$ cat src/rtl/tomasulo_pkg.sv
// Shared definitions for the Tomasulo front end: opcode encodings, instruction
// field positions and the decoded queue entry.
package tomasulo_pkg;

  localparam logic [3:0] OP_ADD = 4'b0000;
  localparam logic [3:0] OP_SUB = 4'b0001;
  localparam logic [3:0] OP_MUL = 4'b0010;

  typedef enum logic [1:0] {
    ISSUE_ADD = 2'd0,
    ISSUE_SUB = 2'd1,
    ISSUE_MUL = 2'd2,
    ISSUE_ILL = 2'd3
  } issue_op_e;

  localparam int unsigned OPC_LSB = 12;
  localparam int unsigned RS1_LSB = 8;
  localparam int unsigned RS2_LSB = 4;
  localparam int unsigned RD_LSB  = 0;

  typedef struct packed {
    issue_op_e  op;
    logic [3:0] rs1;
    logic [3:0] rs2;
    logic [3:0] rd;
    logic [3:0] pc;
  } entry_t;

  function automatic entry_t decode(input logic [15:0] instr, input logic [3:0] pc);
    entry_t e;
    case (instr[OPC_LSB +: 4])
      OP_ADD:  e.op = ISSUE_ADD;
      OP_SUB:  e.op = ISSUE_SUB;
      OP_MUL:  e.op = ISSUE_MUL;
      default: e.op = ISSUE_ILL;
    endcase
    e.rs1 = instr[RS1_LSB +: 4];
    e.rs2 = instr[RS2_LSB +: 4];
    e.rd  = instr[RD_LSB +: 4];
    e.pc  = pc;
    return e;
  endfunction

endpackage

$ cat src/rtl/sync_fifo.sv
// Show-ahead synchronous FIFO with occupancy count; DEPTH must be a power of two
// so the pointers wrap naturally.
module sync_fifo #(
  parameter int unsigned WIDTH = 8,
  parameter int unsigned DEPTH = 4,
  localparam int unsigned AW   = $clog2(DEPTH)
) (
  input  logic             clk_i,
  input  logic             rst_ni,
  input  logic             push_i,
  input  logic             pop_i,
  input  logic [WIDTH-1:0] wdata_i,
  output logic [WIDTH-1:0] rdata_o,
  output logic             empty_o,
  output logic [AW:0]      count_o
);

  logic [WIDTH-1:0] mem_q [DEPTH];
  logic [AW-1:0]    head_q, tail_q;
  logic [AW:0]      count_q;

  always_ff @(posedge clk_i) begin
    if (push_i) mem_q[tail_q] <= wdata_i;
  end

  always_ff @(posedge clk_i or negedge rst_ni) begin
    if (!rst_ni) begin
      head_q  <= '0;
      tail_q  <= '0;
      count_q <= '0;
    end else begin
      if (push_i) tail_q <= tail_q + 1'b1;
      if (pop_i)  head_q <= head_q + 1'b1;
      case ({push_i, pop_i})
        2'b10:   count_q <= count_q + 1'b1;
        2'b01:   count_q <= count_q - 1'b1;
        default: count_q <= count_q;
      endcase
    end
  end

  assign rdata_o = mem_q[head_q];
  assign empty_o = (count_q == '0);
  assign count_o = count_q;

endmodule

$ cat src/rtl/fetch_issue_queue.sv
// Fetch/decode front end: drives the PC to instruction memory, decodes the
// returned word and queues it for in-order issue to the reservation stations.
module fetch_issue_queue
  import tomasulo_pkg::*;
#(
  parameter int unsigned DEPTH    = 4,
  parameter int unsigned PROG_LEN = 6
) (
  input  logic        clk1,
  input  logic        rst_n,
  output logic [3:0]  pc,
  input  logic [15:0] instr_in,
  output logic        issue_valid,
  input  logic        issue_ready,
  output logic [1:0]  issue_op,
  output logic [3:0]  issue_rs1,
  output logic [3:0]  issue_rs2,
  output logic [3:0]  issue_rd,
  output logic [3:0]  issue_pc,
  output logic        done
);

  localparam int unsigned AW         = $clog2(DEPTH);
  localparam logic [AW:0] DEPTH_C    = (AW+1)'(DEPTH);
  localparam logic [4:0]  PROG_LEN_C = 5'(PROG_LEN);

  logic [3:0]  pc_q, pc_d;
  logic [4:0]  pc_count_q, pc_count_d;
  logic        pending_q, pending_d;
  logic [3:0]  pending_pc_q, pending_pc_d;
  logic        done_q;
  logic        fetch_en, pop, empty;
  logic [AW:0] count, credit;
  entry_t      wr_entry, head;

  // Credit ignores a same-cycle pop so queue plus in-flight fetch never exceeds DEPTH.
  always_comb begin
    credit       = count + {{AW{1'b0}}, pending_q};
    fetch_en     = (pc_count_q < PROG_LEN_C) && (credit < DEPTH_C);
    pc_d         = pc_q;
    pc_count_d   = pc_count_q;
    pending_pc_d = pending_pc_q;
    pending_d    = 1'b0;
    if (fetch_en) begin
      pc_d         = pc_q + 4'd1;
      pc_count_d   = pc_count_q + 5'd1;
      pending_pc_d = pc_q;
      pending_d    = 1'b1;
    end
  end

  always_ff @(posedge clk1 or negedge rst_n) begin
    if (!rst_n) begin
      pc_q         <= '0;
      pc_count_q   <= '0;
      pending_q    <= 1'b0;
      pending_pc_q <= '0;
      done_q       <= 1'b0;
    end else begin
      pc_q         <= pc_d;
      pc_count_q   <= pc_count_d;
      pending_q    <= pending_d;
      pending_pc_q <= pending_pc_d;
      if ((pc_count_q == PROG_LEN_C) && !pending_q && (count == '0)) done_q <= 1'b1;
    end
  end

  assign wr_entry    = decode(instr_in, pending_pc_q);
  assign issue_valid = !empty;
  assign pop         = issue_valid && issue_ready;

  sync_fifo #(
    .WIDTH($bits(entry_t)),
    .DEPTH(DEPTH)
  ) u_fifo (
    .clk_i  (clk1),
    .rst_ni (rst_n),
    .push_i (pending_q),
    .pop_i  (pop),
    .wdata_i(wr_entry),
    .rdata_o(head),
    .empty_o(empty),
    .count_o(count)
  );

  // Storage is not reset, so fields are forced to zero whenever the queue is empty.
  always_comb begin
    issue_op  = '0;
    issue_rs1 = '0;
    issue_rs2 = '0;
    issue_rd  = '0;
    issue_pc  = '0;
    if (issue_valid) begin
      issue_op  = head.op;
      issue_rs1 = head.rs1;
      issue_rs2 = head.rs2;
      issue_rd  = head.rd;
      issue_pc  = head.pc;
    end
  end

  assign pc   = pc_q;
  assign done = done_q;

endmodule

$ cat config.mk
export PLATFORM = sky130hd
export DESIGN_NAME = fetch_issue_queue
export DESIGN_NICKNAME = d
export VERILOG_FILES = /design/src/rtl/tomasulo_pkg.sv /design/src/rtl/sync_fifo.sv /design/src/rtl/fetch_issue_queue.sv
export SDC_FILE = /design/constraint.sdc
export NUM_CORES = 1
export LEC_CHECK = 0
export CORE_MARGIN = 3
export CORE_UTILIZATION = 30
export DETAILED_ROUTE_END_ITERATION = 8
export SLEW_MARGIN = 0
export SYNTH_ARGS = -nofsm -noshare
export SYNTH_HDL_FRONTEND = slang
export SYNTH_HIERARCHICAL = 1
export SYNTH_SLANG_ARGS = --single-unit
$ cat constraint.sdc
create_clock -name clk1 -period 2.24 [get_ports clk1]
set_clock_uncertainty 0.1 [all_clocks]
set_input_delay 0.224 -clock clk1 [delete_from_list [all_inputs] [get_ports clk1]]
set_output_delay 0.224 -clock clk1 [all_outputs]
set_load 0.01 [all_outputs]
==> qor.yml, run 1 <==
grt-ovfl-total: 0
crit_type: "reg2out"
cp-end-kind: "output pin"
slew_headroom_pct: 77.1
grt_max_degree: 23
critPathSlowestCell: "mux4_2"
rows: 40
drc: 0
synth_mux_area_share_pct: 12.8
mostFrequentLayoutCell: "edfxtp_1"
status: "complete, no violations"
yosys.area.top_type: "edfxtp_1"
preCtsSetupSlack_ps: 128
ys_warn_count: 6
synth_cell_types: 33
yosys.area_share.adder_pct: 3.14
r2r_cells: 8
cts.sinks: 94
vias_per_cell: 4.27
portBuffers: 42
timing.fmax_ghz: 0.462
synthXorXnorAreaFrac_pct: 3.01
synth_area_sq_mm: 0.00382
ys_seq_elements: 94
start_kind: "register"
drive_gt1_share_pct: 21.7
cp_cell_sequence: "buf_12, clkbuf_16, mux4_2, nor2b_1, clkdlybuf4s15_1"
hold_viol_final: 0
synth_top_family_by_area: "multiplexers"
io-pin-count: 43
post-route-period-util_pct: 96.6
die_h_microns: 119
insertion_delay_ps: 330
vias: 1840
synthToLayoutAreaGrowth_pct: 27.8
clk_pin_slew_ps: 60
ys_seq_area_share_pct: 70.9
htree_levels: 3
grt_usage_pct: 9.75
worstPathMaxFanout: 4
synth_top_area_share_pct: 56.5
synth_nets: 229
core_sq_mm: 0.0122
cts_tree: "yes"
synth_compound_area_share_pct: 1.54
ctsHoldBuffers: 0
grt_pass1_vias: 1923
route.detailed.wl_per_inst_microns: 15.1
powerDensity_mw_per_mm2: 1330
min_period_ps: 2160
syn_area_per_cell_sq_um: 19.0
dp.cells: 413
root_buffer: "clkbuf_16"
cp.required_ps: 1920
critical_path_depth: 5
peakVddDrop_mv: 0.558
final_max_slew_viol_count: 0
routed_wl_microns: 6530
die_area_sq_mm: 0.0141
cts_inserted_buffers: 9
power_mw: 6.50
critical_path.max_stage_delay_ps: 490
synth-simple-area-share_pct: 6.28
finalNonFillerCells: 431
dpl.hpwl_microns: 4080
grt_pass1_wl_microns: 10400
clock_path_buffers: 2
dieWidth_microns: 119
ant_nets: 0
setup_viol: 0
rsz0062_at_grt: "true"
crit_family: "buffers and inverters"
antenna_cells: 0
netlist_instances: 201
crit_buf_inv: 3
hp-class: "in2async"
setup_tns_ps: 0
firstDrtPassIters: 4
nets: 287
netlist_top_cells_area: "edfxtp_1, dfrtp_1, mux4_2"
hold_ws_ps: 144
worst_pin_slew_ps: 339
max-cap-violations: 0
initial_utilization_pct: 31.3
critPathArrivalTime_ps: 1840
antenna_found_initial: 0
p_leak_nw: 1.77
setup_ws_ps: 75.2
mostFrequentLayoutCells: "edfxtp_1, clkdlybuf4s50_1, dfrtp_1, nor2b_1, mux4_2"
gp_congestion: 0.718
drt_iter0_markers: 78
## worst paths after layout
check / from / endpoint / slack (ps)
max in group asynchronous: rst_n / u_fifo/head_q[0] / 1650
hold reg to reg: pc_count_q[3] / pc_count_q[3] / 360
setup / recovery: u_fifo/head_q[0] / issue_op[0] / 80
min in group clk1: pc_count_q[3] / pc_count_q[3] / 360
hold / removal: rst_n / pc[1] / 140
setup reg to reg: u_fifo/count_o[0] / u_fifo/count_o[2] / 250
## metrics by stage
step / instance area [sq um] / util (%)
after detailed placement: 4510 / 36.9
final: 4890 / 40.0
after CTS: 4870 / 39.9
after global placement: 4510 / 36.9
after global routing: 4890 / 40.0
after floorplan: 3820 / -
## state kept, by name (all words and copies together) (netlist names)
signal and flops:
u_fifo/mem_q 72, pending_pc_q 4, u_fifo/count_o 3, pc 4, pending_q 1, u_fifo/tail_q 2, done 1, pc_count_q 5
u_fifo/head_q 2
## metal layers
metal | up-vias | GRT usage [%] | wire length [microns]
li1 | 876 | - | -
met1 | 920 | 12.0 | 2860
met2 | 38 | 15.7 | 3270
met3 | 6 | 3.94 | 356
met4 | 0 | 3.26 | 42
met5 | - | 0 | 0
## cell type report
type / count / area [sq um]
sequential: 94 / 2710
tap: 168 / 210
clock buffer: 10 / 229
timing repair buffer: 55 / 581
inverter: 10 / 37.5
clock inverter: 5 / 82.6
fill: 1151 / 7320
multi-input combinational: 89 / 1040
## where the power goes
part | switching, mW | leakage [nW] | internal, mW
sequential | 0.283 | 0.907 | 2.29
clock | 0.592 | 0.153 | 0.975
combinational | 0.994 | 0.705 | 1.37
## timing repair
action	in CTS	in global routing
setup buffers	2	0
resized for setup	29	12
hold endpoints to repair	0	0
cloned	1	1
endpoints found under the setup margin	18	17
## cell usage after synthesis, drive strengths merged
library cell and n:
buf 4, xnor2 7, or3 2, xor2 4, nor4b 1, fa 1
nand2 4, and3 1, nand3b 1, mux4 18, nor2b 20, edfxtp 72
a41oi 1, and2 4, o2bb2ai 1, mux2 5, a211oi 1, nor3 1
clkbuf 4, nand3 3, dfrtp 22, nor2 2, ha 8, a31oi 1
o21ai 1, inv 10, a41o 1, mux2i 1
## kinds of logic (layout without fill, tap and decap cells)
family / count (synthesis) / after routing
multiplexers: 24 / 24
flip-flops: 94 / 94
AO/OA/AOI/OAI: 6 / 6
XOR/XNOR: 11 / 11
AND/OR/NAND/NOR: 39 / 39
adder cells (fa/ha/maj): 9 / 9
buffers and inverters: 18 / 80
No activity file was read; power rests on OpenSTA's default activity.
==> run 2, diff against run 1 <==
--- a/config.mk
+++ b/config.mk
@@ -8,6 +8,7 @@
 export CORE_MARGIN = 3
 export CORE_UTILIZATION = 30
 export DETAILED_ROUTE_END_ITERATION = 8
+export MAX_ROUTING_LAYER = met4
 export SLEW_MARGIN = 0
 export SYNTH_ARGS = -nofsm -noshare
 export SYNTH_HDL_FRONTEND = slang
==> qor.yml, run 2 (same netlist as run 1, synthesis figures left out) <==
setup_ws_ps: 72.7
cts_tree: "yes"
rrSetupSlack_ps: 250
cp-end-kind: "output pin"
vias: 1844
dpl.hpwl_microns: 4080
crit_type: "reg2out"
antenna_found_initial: 0
reg_top3: "u_fifo/mem_q (72), pc_count_q (5)"
rows: 40
r2r-end: "u_fifo/count_o[2]"
die_h_microns: 119
clk_pin_slew_ps: 60
regMostFlops: "u_fifo/mem_q"
initial_utilization_pct: 31.3
setup_viol: 0
grt_max_degree: 23
largest_register_ffs: 72
antenna_cells: 0
critPathArrivalTime_ps: 1840
cp.required_ps: 1920
setup_tns_ps: 0
finalNonFillerCells: 431
worstPathMaxFanout: 4
insertion_delay_ps: 330
grt_pass1_wl_microns: 10400
slew_headroom_pct: 77.1
route.detailed.wl_per_inst_microns: 15.2
grt-ovfl-total: 0
firstDrtPassIters: 4
powerDensity_mw_per_mm2: 1330
min_period_ps: 2170
ant_nets: 0
peakVddDrop_mv: 0.559
hold_ws_ps: 140
drt_iter0_markers: 81
portBuffers: 42
hold_viol_final: 0
fillers: 1151
p_leak_nw: 1.77
rsz0062_at_grt: "true"
drive_gt1_share_pct: 21.7
critPathLaunch: "u_fifo/head_q[0]"
grt_usage_pct: 10.0
start_kind: "register"
ctsHoldBuffers: 0
clock_path_buffers: 2
core_sq_mm: 0.0122
dieWidth_microns: 119
final_max_slew_viol_count: 0
preCtsSetupSlack_ps: 128
max-cap-violations: 0
routed_wl_microns: 6560
gp_congestion: 0.726
root_buffer: "clkbuf_16"
die_area_sq_mm: 0.0141
cts_inserted_buffers: 9
grt_pass1_vias: 1924
synthToLayoutAreaGrowth_pct: 27.8
r2r_cells: 8
htree_levels: 3
cts.sinks: 94
power_mw: 6.51
dp.cells: 413
timing.rr.start: "u_fifo/count_o[0]"
mostFrequentLayoutCell: "edfxtp_1"
post-route-period-util_pct: 96.8
vias_per_cell: 4.28
io-pin-count: 43
timing.fmax_ghz: 0.461
hp-class: "in2async"
mostFrequentLayoutCells: "edfxtp_1, clkdlybuf4s50_1, dfrtp_1, nor2b_1, mux4_2"
nets: 287
endpoint: "issue_op[0]"
status: "complete, no violations"
drc: 0
worst_pin_slew_ps: 339
[run 2: cell counts in the layout (fill, tap and decap cells not counted)]
Identical to the previous run, type by type.
[run 2: layout make-up]
cell class	count	area [sq um]	share of cell area, %
Inverter	10	37.5	0.768
Multi-Input combinational cell	89	1040	21.2
Timing Repair Buffer	55	581	11.9
Clock inverter	5	82.6	1.69
Tap cell	168	210	4.30
Sequential cell	94	2710	55.5
Clock buffer	10	229	4.68
[run 2: metrics by stage]
stage                     instance area [sq um]  utilization, %
after detailed placement                   4510            36.9
after floorplan                            3820               -
final                                      4890            40.0
after global placement                     4510            36.9
after global routing                       4890            40.0
after CTS                                  4870            39.9
[run 2: layer usage]
metal | GRT usage, % | part of all wire (%) | vias up
met5 | - | 0 | -
met4 | 3.26 | 1.1 | 0
met3 | 3.70 | 5.1 | 7
met2 | 15.7 | 50 | 37
met1 | 12.1 | 44 | 925
li1 | - | - | 875
[run 2: worst min path at each step]
stage	start	endpoint	slack, ps	cells after the start
5_1_grt	rst_n	pc[2]	150	2
2_1_floorplan	rst_n	done	-170	0
4_1_cts	rst_n	pc[0]	140	2
3_5_place_dp	pc_count_q[3]	pc_count_q[3]	350	0
3_3_place_gp	pc_count_q[3]	pc_count_q[3]	340	0
6_report	rst_n	pc[1]	140	2
[run 2: power by group]
part | switching (mW) | internal [mW] | leakage [nW]
combinational | 0.998 | 1.37 | 0.705
clock | 0.596 | 0.975 | 0.153
sequential | 0.283 | 2.29 | 0.907
total | 1.88 | 4.63 | 1.77
[run 2: repair_timing]
item / 4_1_cts / 5_1_grt
setup buffers: 2 / 0
cloned: 1 / 1
gates resized for setup: 29 / 12
setup endpoints to repair: 18 / 17
pin swaps: 0 / 0
[run 2: critical path, stage by stage (launching register included)]
cell	delay, ps
dfrtp_2	390
buf_12	120
clkbuf_16	140
mux4_2	490
nor2b_1	140
clkdlybuf4s15_1	230
